$ cat src/rtl/modulo_escalonador_divisor_pkg.sv
// Shared types and constants for the divided-clock tick scheduler.
package modulo_escalonador_pkg;

  localparam int OVR_W = 8;
  localparam logic [OVR_W-1:0] OVR_MAX = 8'd255;

  typedef enum logic [1:0] {
    IDLE    = 2'd0,
    RESTART = 2'd1,
    ALIGN   = 2'd2,
    RUN     = 2'd3
  } state_t;

  // True when more than one requester is asking at once (req zero-extended to 8 bits).
  function automatic logic multi_bit(input logic [7:0] v);
    return (v & (v - 8'd1)) != 8'd0;
  endfunction

endpackage

$ cat src/rtl/modulo_escalonador_divisor_if.sv
// Divider-side and requester-side signals of the scheduler, grouped for port connection.
interface modulo_escalonador_divisor_if #(
  parameter int N_REQ = 4
);
  localparam int IDW = (N_REQ > 1) ? $clog2(N_REQ) : 1;

  logic                                  en;
  logic                                  clk_div;
  logic                                  div_clr;
  logic [N_REQ-1:0]                      req;
  logic [N_REQ-1:0]                      gnt;
  logic [IDW-1:0]                        gnt_id;
  logic                                  tick;
  logic                                  busy;
  logic [modulo_escalonador_pkg::OVR_W-1:0] ovr_cnt;

  modport master (
    output en, clk_div, req,
    input  div_clr, gnt, gnt_id, tick, busy, ovr_cnt
  );

  modport slave (
    input  en, clk_div, req,
    output div_clr, gnt, gnt_id, tick, busy, ovr_cnt
  );

endinterface

$ cat src/rtl/modulo_escalonador_divisor_sincronizador.sv
// Brings the asynchronous clk_div into the clock domain and registers its rising edge.
module modulo_sincronizador #(
  parameter int SYNC_STAGES = 2
) (
  input  logic i_clk,
  input  logic i_clr,
  input  logic i_flush,
  input  logic i_d,
  output logic o_rise
);

  logic [SYNC_STAGES-1:0] r_sync;
  logic                   r_prev;
  logic                   r_rise;

  always_ff @(posedge i_clk) begin
    if (!i_clr || i_flush) begin
      r_sync <= '0;
      r_prev <= 1'b0;
      r_rise <= 1'b0;
    end else begin
      r_sync <= {r_sync[SYNC_STAGES-2:0], i_d};
      r_prev <= r_sync[SYNC_STAGES-1];
      r_rise <= r_sync[SYNC_STAGES-1] & ~r_prev;
    end
  end

  assign o_rise = r_rise;

endmodule

$ cat src/rtl/modulo_escalonador_divisor.sv
// Divider sequencer and round-robin tick distributor.
// Define ESCALONADOR_OVERRUN_EN to build the saturating overrun counter.
module modulo_escalonador_divisor
  import modulo_escalonador_pkg::*;
#(
  parameter int N_REQ       = 4,
  parameter int RESTART_CYC = 2,
  parameter int SYNC_STAGES = 2
) (
  input logic                        i_clk,
  input logic                        i_clr,
  modulo_escalonador_divisor_if.slave s_if
);

  localparam int IDW = (N_REQ > 1) ? $clog2(N_REQ) : 1;
  localparam int CW  = (RESTART_CYC > 1) ? $clog2(RESTART_CYC + 1) : 1;

  state_t           r_state, w_state_nxt;
  logic [CW-1:0]    r_cnt, w_cnt_nxt;
  logic [IDW-1:0]   r_ptr, w_ptr_nxt;
  logic [IDW-1:0]   r_gnt_id, w_gnt_id_nxt;
  logic [N_REQ-1:0] r_gnt, w_gnt_nxt;
  logic             r_tick, w_tick_nxt;
  logic             r_div_clr, r_busy;
  logic             w_rise, w_flush, w_hit;
  logic [IDW-1:0]   w_idx;

  assign w_flush = (r_state == RESTART);

  modulo_sincronizador #(.SYNC_STAGES(SYNC_STAGES)) u_sinc (
    .i_clk  (i_clk),
    .i_clr  (i_clr),
    .i_flush(w_flush),
    .i_d    (s_if.clk_div),
    .o_rise (w_rise)
  );

  // First set request at or after the pointer, wrapping past N_REQ-1.
  always_comb begin : arb
    int             k;
    logic [IDW-1:0] v_k;
    k     = 0;
    v_k   = '0;
    w_hit = 1'b0;
    w_idx = '0;
    for (int i = 0; i < N_REQ; i++) begin
      k = int'(r_ptr) + i;
      if (k >= N_REQ) k = k - N_REQ;
      v_k = IDW'(k);
      if (!w_hit && s_if.req[v_k]) begin
        w_hit = 1'b1;
        w_idx = v_k;
      end
    end
  end

  always_comb begin
    w_state_nxt  = r_state;
    w_cnt_nxt    = r_cnt;
    w_ptr_nxt    = r_ptr;
    w_gnt_id_nxt = r_gnt_id;
    w_gnt_nxt    = '0;
    w_tick_nxt   = 1'b0;
    if (!s_if.en) begin
      w_state_nxt = IDLE;
      w_ptr_nxt   = '0;
    end else begin
      case (r_state)
        IDLE: begin
          w_state_nxt = RESTART;
          w_cnt_nxt   = CW'(RESTART_CYC - 1);
        end
        RESTART: begin
          if (r_cnt == '0) w_state_nxt = ALIGN;
          else             w_cnt_nxt   = r_cnt - 1'b1;
        end
        ALIGN: begin
          if (w_rise) w_state_nxt = RUN;
        end
        RUN: begin
          if (w_rise) begin
            w_tick_nxt = 1'b1;
            if (w_hit) begin
              w_gnt_nxt    = N_REQ'(1) << w_idx;
              w_gnt_id_nxt = w_idx;
              w_ptr_nxt    = (w_idx == IDW'(N_REQ - 1)) ? '0 : w_idx + 1'b1;
            end
          end
        end
        default: w_state_nxt = IDLE;
      endcase
    end
  end

  always_ff @(posedge i_clk) begin
    if (!i_clr) begin
      r_state   <= IDLE;
      r_cnt     <= '0;
      r_ptr     <= '0;
      r_gnt_id  <= '0;
      r_gnt     <= '0;
      r_tick    <= 1'b0;
      r_div_clr <= 1'b0;
      r_busy    <= 1'b0;
    end else begin
      r_state   <= w_state_nxt;
      r_cnt     <= w_cnt_nxt;
      r_ptr     <= w_ptr_nxt;
      r_gnt_id  <= w_gnt_id_nxt;
      r_gnt     <= w_gnt_nxt;
      r_tick    <= w_tick_nxt;
      r_div_clr <= (w_state_nxt == ALIGN) || (w_state_nxt == RUN);
      r_busy    <= (w_state_nxt != IDLE);
    end
  end

`ifdef ESCALONADOR_OVERRUN_EN
  logic [OVR_W-1:0] r_ovr;

  always_ff @(posedge i_clk) begin
    if (!i_clr || w_state_nxt == IDLE) begin
      r_ovr <= '0;
    end else if (r_state == RUN && w_rise && multi_bit(8'(s_if.req)) && r_ovr != OVR_MAX) begin
      r_ovr <= r_ovr + 1'b1;
    end
  end

  assign s_if.ovr_cnt = r_ovr;
`else
  assign s_if.ovr_cnt = '0;
`endif

  assign s_if.div_clr = r_div_clr;
  assign s_if.gnt     = r_gnt;
  assign s_if.gnt_id  = r_gnt_id;
  assign s_if.tick    = r_tick;
  assign s_if.busy    = r_busy;

endmodule

$ cat src/flat_wrapper.sv
// flat-port wrapper written by rule: the top's interface ports become plain ports
module modulo_escalonador_divisor_flat import modulo_escalonador_pkg::*;
#(
  parameter int N_REQ       = 4,
  parameter int RESTART_CYC = 2,
  parameter int SYNC_STAGES = 2
)
  (i_clk, i_clr, s_if_en, s_if_clk_div, s_if_req, s_if_div_clr, s_if_gnt, s_if_gnt_id, s_if_tick, s_if_busy, s_if_ovr_cnt);
  modulo_escalonador_divisor_if #(.N_REQ(N_REQ)) s_if_i ();
  input logic i_clk;
  input logic i_clr;
  input wire logic [$bits(s_if_i.en)-1:0] s_if_en;
  input wire logic [$bits(s_if_i.clk_div)-1:0] s_if_clk_div;
  input wire logic [$bits(s_if_i.req)-1:0] s_if_req;
  output wire logic [$bits(s_if_i.div_clr)-1:0] s_if_div_clr;
  output wire logic [$bits(s_if_i.gnt)-1:0] s_if_gnt;
  output wire logic [$bits(s_if_i.gnt_id)-1:0] s_if_gnt_id;
  output wire logic [$bits(s_if_i.tick)-1:0] s_if_tick;
  output wire logic [$bits(s_if_i.busy)-1:0] s_if_busy;
  output wire logic [$bits(s_if_i.ovr_cnt)-1:0] s_if_ovr_cnt;
  assign s_if_i.en = s_if_en;
  assign s_if_i.clk_div = s_if_clk_div;
  assign s_if_i.req = s_if_req;
  assign s_if_div_clr = s_if_i.div_clr;
  assign s_if_gnt = s_if_i.gnt;
  assign s_if_gnt_id = s_if_i.gnt_id;
  assign s_if_tick = s_if_i.tick;
  assign s_if_busy = s_if_i.busy;
  assign s_if_ovr_cnt = s_if_i.ovr_cnt;
  modulo_escalonador_divisor #(.N_REQ(N_REQ), .RESTART_CYC(RESTART_CYC), .SYNC_STAGES(SYNC_STAGES)) u_core (.i_clk(i_clk), .i_clr(i_clr), .s_if(s_if_i));
endmodule
$ cat config.mk
export PLATFORM = sky130hd
export DESIGN_NAME = modulo_escalonador_divisor_flat
export DESIGN_NICKNAME = d
export VERILOG_FILES = /design/src/rtl/modulo_escalonador_divisor_pkg.sv /design/src/rtl/modulo_escalonador_divisor_if.sv /design/src/rtl/modulo_escalonador_divisor_sincronizador.sv /design/src/rtl/modulo_escalonador_divisor.sv /design/src/flat_wrapper.sv
export SDC_FILE = /design/constraint.sdc
export NUM_CORES = 1
export LEC_CHECK = 0
export CAP_MARGIN = 10
export CORE_MARGIN = 5
export CORE_UTILIZATION = 55
export CTS_BUF_LIST = sky130_fd_sc_hd__clkbuf_16
export CTS_CLUSTER_SIZE = 30
export DETAILED_ROUTE_END_ITERATION = 10
export DONT_BUFFER_PORTS = 1
export PLACE_DENSITY_LB_ADDON = 0.08
export SLEW_MARGIN = 40
export SYNTH_ARGS = -nofsm -noshare
export SYNTH_HDL_FRONTEND = slang
export SYNTH_HIERARCHICAL = 1
export SYNTH_SLANG_ARGS = --single-unit
$ cat constraint.sdc
create_clock -name i_clk -period 1.8 [get_ports i_clk]
set_input_delay 0.45 -clock i_clk [delete_from_list [all_inputs] [get_ports i_clk]]
set_output_delay 0.45 -clock i_clk [all_outputs]
set_load 0.005 [all_outputs]
==> metrics.md, run 1 <==
| Metric | Value |
|---|---|
| Core area | `0.001471 mm2` |
| Fin cells | `106` |
| CTS max path bufs | `2` |
| WHS | `0.3226 ns` |
| F_max | `0.6123 GHz` |
| Final TNS setup | `0 ns` |
| All-Layer GR Usage | `10.70%` |
| Share of layout cells above drive strength 1 | `15.56%` |
| Final WL | `1.267 mm` |
| CTS root buffer | `clkbuf_16` |
| Total grt overflow | `0` |
| Clock Sinks | `19` |
| Number of global-route vias before repair | `471` |
| Inst Count DP | `101` |
| Final Cycle Share | `90.73%` |
| ANT cells | `0` |
| Mapped Cells | `85` |
| Outcome | `finished, final reports clean` |
| Crit-path max cell delay | `0.41 ns` |
| Die Wd | `48.78 um` |
| Post-DP HPWL | `978.5 um` |
| Cts bufs inserted | `3` |
| Slew Viols, Final | `0` |
| WL per Instance | `11.95 um` |
| Hold Path Depth | `1` |
| Router iterations before antenna repair | `4` |
| Post-cts resize count | `0` |
| Avg Inst Size Synth | `9.730 um2` |
| Top cell family by delay on the critical path | `compound AO/OA/AOI/OAI gates` |
| Post-CTS Setup Inserts | `0` |
| Pwr Density | `1022 mW/mm2` |
| Placer congestion estimate | `0.7785` |
| Max FO, Critical Path | `6` |
| Number of I/O port buffers | `0` |
| CTS Hold Bufs | `0` |
| MaxCap Viol Count | `0` |
| Largest net degree at the start of global routing | `11` |
| # IOs | `25` |
| DIE AREA | `0.002379 mm2` |
| DRC Markers | `0` |
| Buf+Inv Stages, Crit Path | `1` |
| TritonCTS clock tree | `yes` |
| Worst setup SP type | `register` |
| Slowest stage cell, crit path | `dfxtp_1` |
| IR drop worst, VDD | `0.7750 mV` |
| H-tree depth | `1` |
| Final Critical Period | `1.633 ns` |
| Clk pin slew, worst setup/hold paths | `0.05 ns` |
| 1st-iter DRT viols | `9` |
| Clock insertion delay at the later pin of the skew report | `0.25 ns` |
| Die Y | `48.78 um` |
| Vias | `575` |
| Reg2reg setup slack | `0.17 ns` |
| Synth unique cells | `32` |
| CP Cell Sequence | `a21oi_1 -> o31ai_2 -> inv_1 -> ha_1 -> o41ai_1` |
| First-pass GRT wire length | `1.980 mm` |
| WP data arrival | `1.76 ns` |
| RSZ-0062 raised after global routing | `no` |
| Initial antenna violation count | `0` |
| P_leak | `0.4105 nW` |
| Layout area overhead | `9.682%` |
| FP Rows | `14` |
| Final worst clock skew | `0.002003 ns` |
| Final hold vios | `0` |
| Fill count | `131` |
| HP Class | `in2reg` |
| WS Path Type | `reg2reg` |
| Flops & latches, synth | `19` |
| Register area share after synthesis | `45.99%` |
| NumNets Final | `101` |
| Starting Density | `56.21%` |
| Post-Syn Area | `827.0 um2` |
| Number of routed nets with antenna violations | `0` |
| R2R depth | `5` |
| Cell depth of the worst setup path | `5` |
| Ys Warns | `6` |
| Final Setup Violations | `0` |
| Crit path capture type | `register` |
| Req. time, crit path | `1.93 ns` |
| Vias per cell | `5.425` |
[final timing paths]
| path | endpoint | from |
|---|---|---|
| setup reg to reg | u_core/r_ptr[0]$_SDFFE_PN0P_ | u_core/r_ptr[1]$_SDFFE_PN0P_ |
| hold reg to reg | u_core/s_if.gnt_id[0]$_SDFFE_PN0P_ | u_core/s_if.gnt_id[0]$_SDFFE_PN0P_ |
| setup / recovery | u_core/r_ptr[0]$_SDFFE_PN0P_ | u_core/r_ptr[1]$_SDFFE_PN0P_ |
| hold / removal | u_core/r_cnt[1]$_SDFFE_PN0P_ | i_clr |
[cells in the final DEF (no fill, tap or decap)]
master / instances
a221o_1: 1
nor2_1: 6
and2_1: 1
a211oi_1: 2
a21oi_1: 3
nor3b_1: 1
nand2_1: 3
nand2b_1: 2
nor2b_1: 3
nand3_1: 2
a221oi_1: 1
clkbuf_16: 3
nor3_1: 4
nand3b_1: 1
inv_1: 7
nor2b_2: 1
inv_2: 1
o31ai_2: 1
o21a_1: 1
nor4_2: 1
nor3_2: 1
dfxtp_1: 19
o22ai_1: 2
mux2i_1: 2
o41ai_1: 1
a21o_1: 2
buf_4: 2
or2_1: 1
ha_1: 2
conb_1: 8
and4bb_2: 1
o311a_1: 1
and3b_2: 3
[layer usage]
metal	part of all wire [%]	vias to the layer above	global-route usage, %	routed length [um]
met3	11	4	6.116	142
met1	46	254	14.04	578
met5	0	-	0	0
li1	-	291	-	-
met4	1.5	0	5.381	19
met2	42	26	13.70	526
[logic make-up (layout without fill, tap and decap cells)]
| family | count (synthesis) | after routing | share of synthesized area, % |
|---|---|---|---|
| AND/OR/NAND/NOR | 31 | 31 | 23.75 |
| flip-flops | 19 | 19 | 45.99 |
| AO/OA/AOI/OAI | 15 | 15 | 13.92 |
| buffers and inverters | 15 | 13 | 10.44 |
| adder cells (fa/ha/maj) | 2 | 2 | 3.025 |
| multiplexers | 2 | 2 | 2.421 |
| other | 1 | 8 | 0.4534 |
[registers in the layout, indices dropped and copies added (netlist names)]
signal and count:
u_core/r_cnt 2, u_core/r_ptr 2, u_core/r_state 2, u_core/s_if.busy 1
u_core/s_if.div_clr 1, u_core/s_if.gnt 4, u_core/s_if.gnt_id 2, u_core/s_if.tick 1
u_core/u_sinc/o_rise 1, u_core/u_sinc/r_prev 1, u_core/u_sinc/r_sync 2
[cell type report]
cell class	count	area, um2	area share (%)
clock buffer	3	75.07	8.276
timing repair buffer	2	15.01	1.655
multi-input combinational	58	386.6	42.62
inverter	7	26.28	2.897
sequential	19	380.4	41.93
clock inverter	1	3.754	0.4138
tap	16	20.02	2.207
[per-stage QoR]
stage                     worst slack [ns]  utilization (%)  instance area [um2]  power (mW)
after floorplan                     0.1233                -                853.3      0.5033
after global placement             0.07536            55.78                820.8      0.5008
after detailed placement           0.08935            55.78                820.8      0.5015
after CTS                           0.1493            61.14                899.6      0.9354
after global routing               0.06980            61.65                907.1      0.9670
final                               0.1669            61.65                907.1      0.9266
[synthesized netlist by cell type, drive strengths merged]
master,count,area [um2]
a21o,2,15.01
a221oi,1,8.760
a221o,1,10.01
a21oi,3,15.01
and3b,3,30.03
a211oi,2,15.01
mux2i,2,20.02
inv,7,26.27
o31ai,1,12.51
ha,2,25.02
nor2,6,22.52
nand2b,2,12.51
o21a,1,7.510
buf,8,60.06
nand3,2,10.01
or2,1,6.260
nor4,1,12.51
o22ai,2,12.51
conb,1,3.750
nor3b,1,7.510
nand3b,1,7.510
nor3,5,30.03
o311a,1,10.01
nor2b,4,27.53
dfxtp,19,380.4
and2,1,6.260
nand2,3,11.26
o41ai,1,8.760
and4bb,1,12.51
[report_power, final]
group | switching, mW | internal [mW]
Clock | 0.137 | 0.294
Sequential | 0.00498 | 0.431
Combinational | 0.0328 | 0.0263
(Power assumes the default switching activity.)
==> run 2: changes to the inputs <==
clock period = 2.1 ns   (was 1.8 ns; I/O delays follow)
==> metrics.md, run 2 (same netlist as run 1, synthesis figures left out) <==
| Metric | Value |
|---|---|
| Router iterations before antenna repair | `4 (unchanged)` |
| DRC Markers | `0 (unchanged)` |
| WL met1 | `600 um (+3.8%)` |
| Highest Signal Layer | `met4` |
| Met2 Wirelength | `571 um (+8.6%)` |
| Cts bufs inserted | `3 (unchanged)` |
| CTS root buffer | `clkbuf_16` |
| WL per Instance | `12.52 um (+4.7%)` |
| All-Layer GR Usage | `11.76% (+1.1 points)` |
| Final Critical Period | `1.719 ns (+0.08590 ns)` |
| Post-cts resize count | `0 (unchanged)` |
| Final TNS setup | `0 ns (unchanged)` |
| Core area | `0.001471 mm2 (unchanged)` |
| Final WL | `1.302 mm (+2.8%)` |
| H-tree depth | `1 (unchanged)` |
| CTS max path bufs | `2 (unchanged)` |
| Clock Sinks | `19 (unchanged)` |
| Fill count | `141 (+7.6%)` |
| WP data arrival | `1.85 ns (+0.09 ns)` |
| 1st-iter DRT viols | `11 (+2)` |
| CTS Hold Bufs | `0 (unchanged)` |
| Req. time, crit path | `2.23 ns (+0.30 ns)` |
| Final Cycle Share | `81.86% (-8.9 points)` |
| Die Wd | `48.78 um (unchanged)` |
| Clock insertion delay at the later pin of the skew report | `0.24 ns (about the same)` |
| RSZ-0062 raised after global routing | `no` |
| P_leak | `0.4000 nW (-2.6%)` |
| HP Start | `i_clr` |
| Post-DP HPWL | `1.001 mm (+2.3%)` |
| Number of I/O port buffers | `0 (unchanged)` |
| Placer congestion estimate | `0.7410 (-4.8%)` |
| Commonest non-fill, non-tap cell in the layout | `dfxtp_1` |
| Vias | `558 (-3.0%)` |
| First-pass GRT wire length | `2.194 mm (+11%)` |
| Final Setup Violations | `0 (unchanged)` |
| Hold Path Depth | `1 (unchanged)` |
| Commonest non-fill, non-tap cells in the layout | `dfxtp_1, conb_1, inv_1, nor2_1, nor3_1` |
| TritonCTS clock tree | `yes` |
| MaxCap Viol Count | `0 (unchanged)` |
| Crit path capture type | `register` |
| Largest net degree at the start of global routing | `12 (+1)` |
| Placement Setup Slack | `0.2811 ns (+0.1917 ns)` |
| Critical R2R Capture | `u_core/r_ptr[0]$_SDFFE_PN0P_` |
| Vias per cell | `5.365 (-1.1%)` |
| Worst setup SP type | `register` |
| WS Path Type | `reg2reg` |
| Share of layout cells above drive strength 1 | `14.77% (-0.78 points)` |
| Crit-path max cell delay | `0.42 ns (about the same)` |
| Starting Density | `56.21% (unchanged)` |
| Clk pin slew, worst setup/hold paths | `0.05 ns (about the same)` |
| Final WS setup | `0.3810 ns (+0.2141 ns)` |
| WL met3 | `121 um (-15%)` |
| Layout area overhead | `8.018%` |
| NumNets Final | `99 (-2.0%)` |
| Reg2reg setup slack | `0.38 ns (+0.21 ns)` |
| Post-CTS Setup Inserts | `0 (unchanged)` |
| Pwr Density | `891.2 mW/mm2 (-13%)` |
| Final worst clock skew | `0.002737 ns (+0.0007338 ns)` |
| F_max | `0.5817 GHz (-5.0%)` |
| Die Y | `48.78 um (unchanged)` |
| HP Class | `in2reg` |
| Outcome | `finished, final reports clean` |
| CP Cell Sequence | `a21oi_1 -> o31ai_2 -> inv_1 -> ha_1 -> o41ai_1` |
| IR drop worst, VDD | `0.6292 mV (-19%)` |
| FF-to-FF Start | `u_core/r_ptr[1]$_SDFFE_PN0P_` |
| Final hold vios | `0 (unchanged)` |
| # IOs | `25 (unchanged)` |
| Max FFs per register | `4 (unchanged)` |
| FP Rows | `14 (unchanged)` |
| Slowest stage cell, crit path | `dfxtp_1` |
| Total grt overflow | `0 (unchanged)` |
| Initial antenna violation count | `0 (unchanged)` |
| ANT cells | `0 (unchanged)` |
| Hold EP | `u_core/s_if.gnt_id[1]$_SDFFE_PN0P_` |
| DIE AREA | `0.002379 mm2 (unchanged)` |
| Slew Viols, Final | `0 (unchanged)` |
| Number of global-route vias before repair | `508 (+7.9%)` |
| Max FO, Critical Path | `6 (unchanged)` |
| R2R depth | `5 (unchanged)` |
| Number of routed nets with antenna violations | `0 (unchanged)` |
## run 2: cell count changes in the layout (fill, tap and decap cells not counted)
cell      previous run  this run
buf_4                2         0
clkinv_2             0         1
inv_1                7         6
## run 2: layer usage
layer | vias to the layer above | GRT usage, %
met5 | - | 0
met4 | 0 | 4.036
met3 | 2 | 5.810
met2 | 20 | 17.39
met1 | 249 | 14.72
li1 | 287 | -
## run 2: final cells by class
cell class / instances / area (um2) / area share, %
inverters: 7 / 26.28 / 2.941
well taps: 16 / 20.02 / 2.241
multi-input cells: 58 / 386.6 / 43.28
clock inverters: 1 / 5.005 / 0.5602
flip-flops and latches: 19 / 380.4 / 42.58
clock buffers: 3 / 75.07 / 8.403
## run 2: how the worst max path moves through the flow
stage | start | endpoint | slack [ns]
6_report | u_core/r_ptr[1]$_SDFFE_PN0P_ | u_core/r_ptr[0]$_SDFFE_PN0P_ | 0.38
4_1_cts | u_core/r_ptr[1]$_SDFFE_PN0P_ | u_core/r_ptr[0]$_SDFFE_PN0P_ | 0.38
5_1_grt | u_core/r_ptr[1]$_SDFFE_PN0P_ | u_core/r_ptr[0]$_SDFFE_PN0P_ | 0.18
2_1_floorplan | s_if_req[2] | u_core/r_ptr[1]$_SDFFE_PN0P_ | 0.35
3_5_place_dp | s_if_req[2] | u_core/r_ptr[1]$_SDFFE_PN0P_ | 0.28
3_3_place_gp | s_if_req[2] | u_core/r_ptr[1]$_SDFFE_PN0P_ | 0.31
## run 2: power breakdown
part	switching (mW)	total, mW	internal [mW]	leakage, nW
Combinational	0.0279	0.0479	0.0200	0.205
Sequential	0.00395	0.373	0.370	0.154
Clock	0.120	0.375	0.254	0.0409
## run 2: through the flow
stage | power (mW) | instances | utilization, % | instance area (um2) | hold slack, ns
after floorplan | 0.4314 | 92 | - | 853.3 | 0.4650
after global placement | 0.4273 | 100 | 55.27 | 813.3 | 0.4843
after detailed placement | 0.4283 | 100 | 55.27 | 813.3 | 0.4834
after CTS | 0.8062 | 104 | 60.71 | 893.4 | 0.3955
after global routing | 0.8377 | 104 | 60.71 | 893.4 | 0.3941
final | 0.7961 | 104 | 60.71 | 893.4 | 0.3977
## run 2: worst max-delay path, delay by kind of cell (launching register included)
| family | cells | cell delay, ns |
|---|---|---|
| fa+ha+maj | 1 | 0.22 |
| flops | 1 | 0.42 |
| compound gates | 3 | 0.84 |
| buf+inv | 1 | 0.13 |
==> run 3: changes to the inputs <==
clock period = 1.7 ns   (was 2.1 ns; I/O delays follow)
==> metrics.md, run 3 (same netlist as run 1, synthesis figures left out) <==
| Metric | Value |
|---|---|
| Outcome | `finished, final reports clean` |
| Fill count | `128 (-9.2%)` |
| Number of routed nets with antenna violations | `0 (unchanged)` |
| Max FO, Critical Path | `5 (-1)` |
| Buf+Inv Stages, Crit Path | `0 (-1)` |
| Final worst clock skew | `0.0004902 ns (-0.002247 ns)` |
| Layout area overhead | `13.31%` |
| Die Wd | `48.78 um (unchanged)` |
| CP Cell Sequence | `nor2b_2 -> a21o_1 -> a221o_1 -> nor2_1 -> ha_1 -> mux2i_1 -> nor2_1` |
| TritonCTS clock tree | `yes` |
| Multi-input combinational cell area | `397.9 um2 (+2.9%)` |
| Commonest non-fill, non-tap cell in the layout | `dfxtp_1` |
| GRT met1 Usage | `14.77% (+0.056 points)` |
| Design Area, Final | `937.1 um2 (+4.9%)` |
| MaxCap Viol Count | `0 (unchanged)` |
| Fin cells | `108 (+3.8%)` |
| WL per Instance | `12.69 um (+1.4%)` |
| DIE AREA | `0.002379 mm2 (unchanged)` |
| Slowest stage cell, crit path | `dfxtp_2` |
| Total grt overflow | `0 (unchanged)` |
| CP dominant cell by count | `nor2_1` |
| CTS max path bufs | `2 (unchanged)` |
| Critical R2R Capture | `u_core/r_ptr[1]$_SDFFE_PN0P_` |
| Final WL | `1.371 mm (+5.3%)` |
| Max FFs per register | `4 (unchanged)` |
| Top cell family by delay on the critical path | `compound AO/OA/AOI/OAI gates` |
| Clock insertion delay at the later pin of the skew report | `0.24 ns (about the same)` |
| Reg2reg setup slack | `0.12 ns (-0.26 ns)` |
| Register area | `382.9 um2 (+0.66%)` |
| DRC Markers | `0 (unchanged)` |
| Met2 Track Usage GR | `18.48% (+1.1 points)` |
| Gr busiest metal | `met2` |
| CTS root buffer | `clkbuf_16` |
| First-pass GRT wire length | `2.249 mm (+2.5%)` |
| WS Path Type | `reg2reg` |
| Largest net degree at the start of global routing | `12 (unchanged)` |
| Clk pin slew, worst setup/hold paths | `0.05 ns (about the same)` |
| Final TNS setup | `0 ns (unchanged)` |
| Starting Density | `56.21% (unchanged)` |
| Final Critical Period | `1.581 ns (-0.1378 ns)` |
| P_leak | `0.4275 nW (+6.9%)` |
| H-tree depth | `1 (unchanged)` |
| Final Cycle Share | `93.01% (+11 points)` |
| NumNets Final | `103 (+4.0%)` |
| Cts bufs inserted | `3 (unchanged)` |
| Req. time, crit path | `1.82 ns (-0.41 ns)` |
| HP Class | `in2reg` |
| Clock Sinks | `19 (unchanged)` |
| Final Setup Violations | `0 (unchanged)` |
| Share of layout cells above drive strength 1 | `22.83% (+8.1 points)` |
| Final WS setup | `0.1188 ns (-0.2622 ns)` |
| FF-to-FF Start | `u_core/r_ptr[0]$_SDFFE_PN0P_` |
| F_max | `0.6324 GHz (+8.7%)` |
| CTS Hold Bufs | `0 (unchanged)` |
| Final hold vios | `0 (unchanged)` |
| IR drop worst, VDD | `1.214 mV (+93%)` |
| Cell depth of the worst setup path | `7 (+2)` |
| R2R depth | `7 (+2)` |
| Number of global-route vias before repair | `543 (+6.9%)` |
| Placement Setup Slack | `0.001725 ns (-0.2793 ns)` |
| Worst setup SP type | `register` |
| All-Layer GR Usage | `12.03% (+0.27 points)` |
| WP data arrival | `1.70 ns (-0.15 ns)` |
| Worst slew pin tran | `0.5617 ns` |
| Dpl cell area | `843.3 um2 (+3.7%)` |
| FP Rows | `14 (unchanged)` |
| WHS | `0.3000 ns (-0.09765 ns)` |
| Inst Count DP | `104 (+4.0%)` |
| Die Y | `48.78 um (unchanged)` |
| Crit path capture type | `register` |
| # IOs | `25 (unchanged)` |
| Vias per cell | `5.435 (+1.3%)` |
| Number of I/O port buffers | `0 (unchanged)` |
| Initial antenna violation count | `0 (unchanged)` |
| Worst Setup EP | `u_core/r_ptr[1]$_SDFFE_PN0P_` |
| Met3 usage | `6.422% (+0.61 points)` |
| Commonest non-fill, non-tap cells in the layout | `dfxtp_1, conb_1, inv_1, nor2_1` |
| 1st-iter DRT viols | `11 (unchanged)` |
| Max_slew headroom | `62.55%` |
| Pwr Density | `1057 mW/mm2 (+19%)` |
| Router iterations before antenna repair | `4 (unchanged)` |
| Crit-path max cell delay | `0.37 ns (-0.05 ns)` |
| Slew Viols, Final | `0 (unchanged)` |
| RSZ-0062 raised after global routing | `no` |
| Placer congestion estimate | `0.7676 (+3.6%)` |
| Post-DP HPWL | `1.045 mm (+4.4%)` |
| Vias | `587 (+5.2%)` |
| Core area | `0.001471 mm2 (unchanged)` |
| Post-CTS Setup Inserts | `0 (unchanged)` |
| ANT cells | `0 (unchanged)` |
| CP startpoint | `u_core/r_ptr[0]$_SDFFE_PN0P_` |
[run 3: area by class of cell]
type / instances / area share [%]
flip-flops and latches: 19 / 40.85
inverters: 7 / 2.804
clock buffers: 3 / 8.011
repair buffers: 4 / 3.204
clock inverters: 1 / 0.5340
multi-input cells: 58 / 42.46
well taps: 16 / 2.136
[run 3: how the worst min path moves through the flow]
stage                                        from                                  to  slack [ns]  depth (start not counted)
3_3_place_gp   u_core/u_sinc/r_sync[0]$_SDFF_PP0_  u_core/u_sinc/r_sync[1]$_SDFF_PP0_        0.49                          1
5_1_grt                                     i_clr  u_core/s_if.gnt_id[1]$_SDFFE_PN0P_        0.29                          1
6_report                                    i_clr  u_core/s_if.gnt_id[1]$_SDFFE_PN0P_        0.30                          1
3_5_place_dp   u_core/u_sinc/r_sync[0]$_SDFF_PP0_  u_core/u_sinc/r_sync[1]$_SDFF_PP0_        0.49                          1
2_1_floorplan  u_core/s_if.gnt_id[0]$_SDFFE_PN0P_  u_core/s_if.gnt_id[0]$_SDFFE_PN0P_        0.47                          2
4_1_cts                                     i_clr        u_core/r_cnt[1]$_SDFFE_PN0P_        0.30                          1
[run 3: repair_timing]
item / CTS / global route
hold endpoints to repair: 0 / 0
resized for setup: 0 / 4
endpoints found under the setup margin: 0 / 2
[run 3: power by group]
part	internal (mW)	total, mW	switching (mW)
logic	0.0307	0.0684	0.0377
registers	0.457	0.462	0.00520
clock network	0.314	0.461	0.147
total	0.801	0.991	0.189
[run 3: layer usage]
metal / share of wire (%) / vias up
li1: - / 295
met1: 43 / 263
met2: 46 / 27
met3: 10 / 2
met4: 0.88 / 0
met5: 0 / -
[run 3: through the flow]
step / util [%] / total power, mW
after global placement: 57.31 / 0.5348
after floorplan: - / 0.5329
final: 63.69 / 0.9909
after CTS: 62.76 / 0.9989
after global routing: 63.69 / 1.036
after detailed placement: 57.31 / 0.5362
[run 3: worst register-to-register path, delay by kind of cell (launching register included)]
| family | cells | cell delay [ns] |
|---|---|---|
| compound gates | 2 | 0.49 |
| fa+ha+maj | 1 | 0.23 |
| flops | 1 | 0.37 |
| mux | 1 | 0.13 |
| simple gates | 3 | 0.24 |
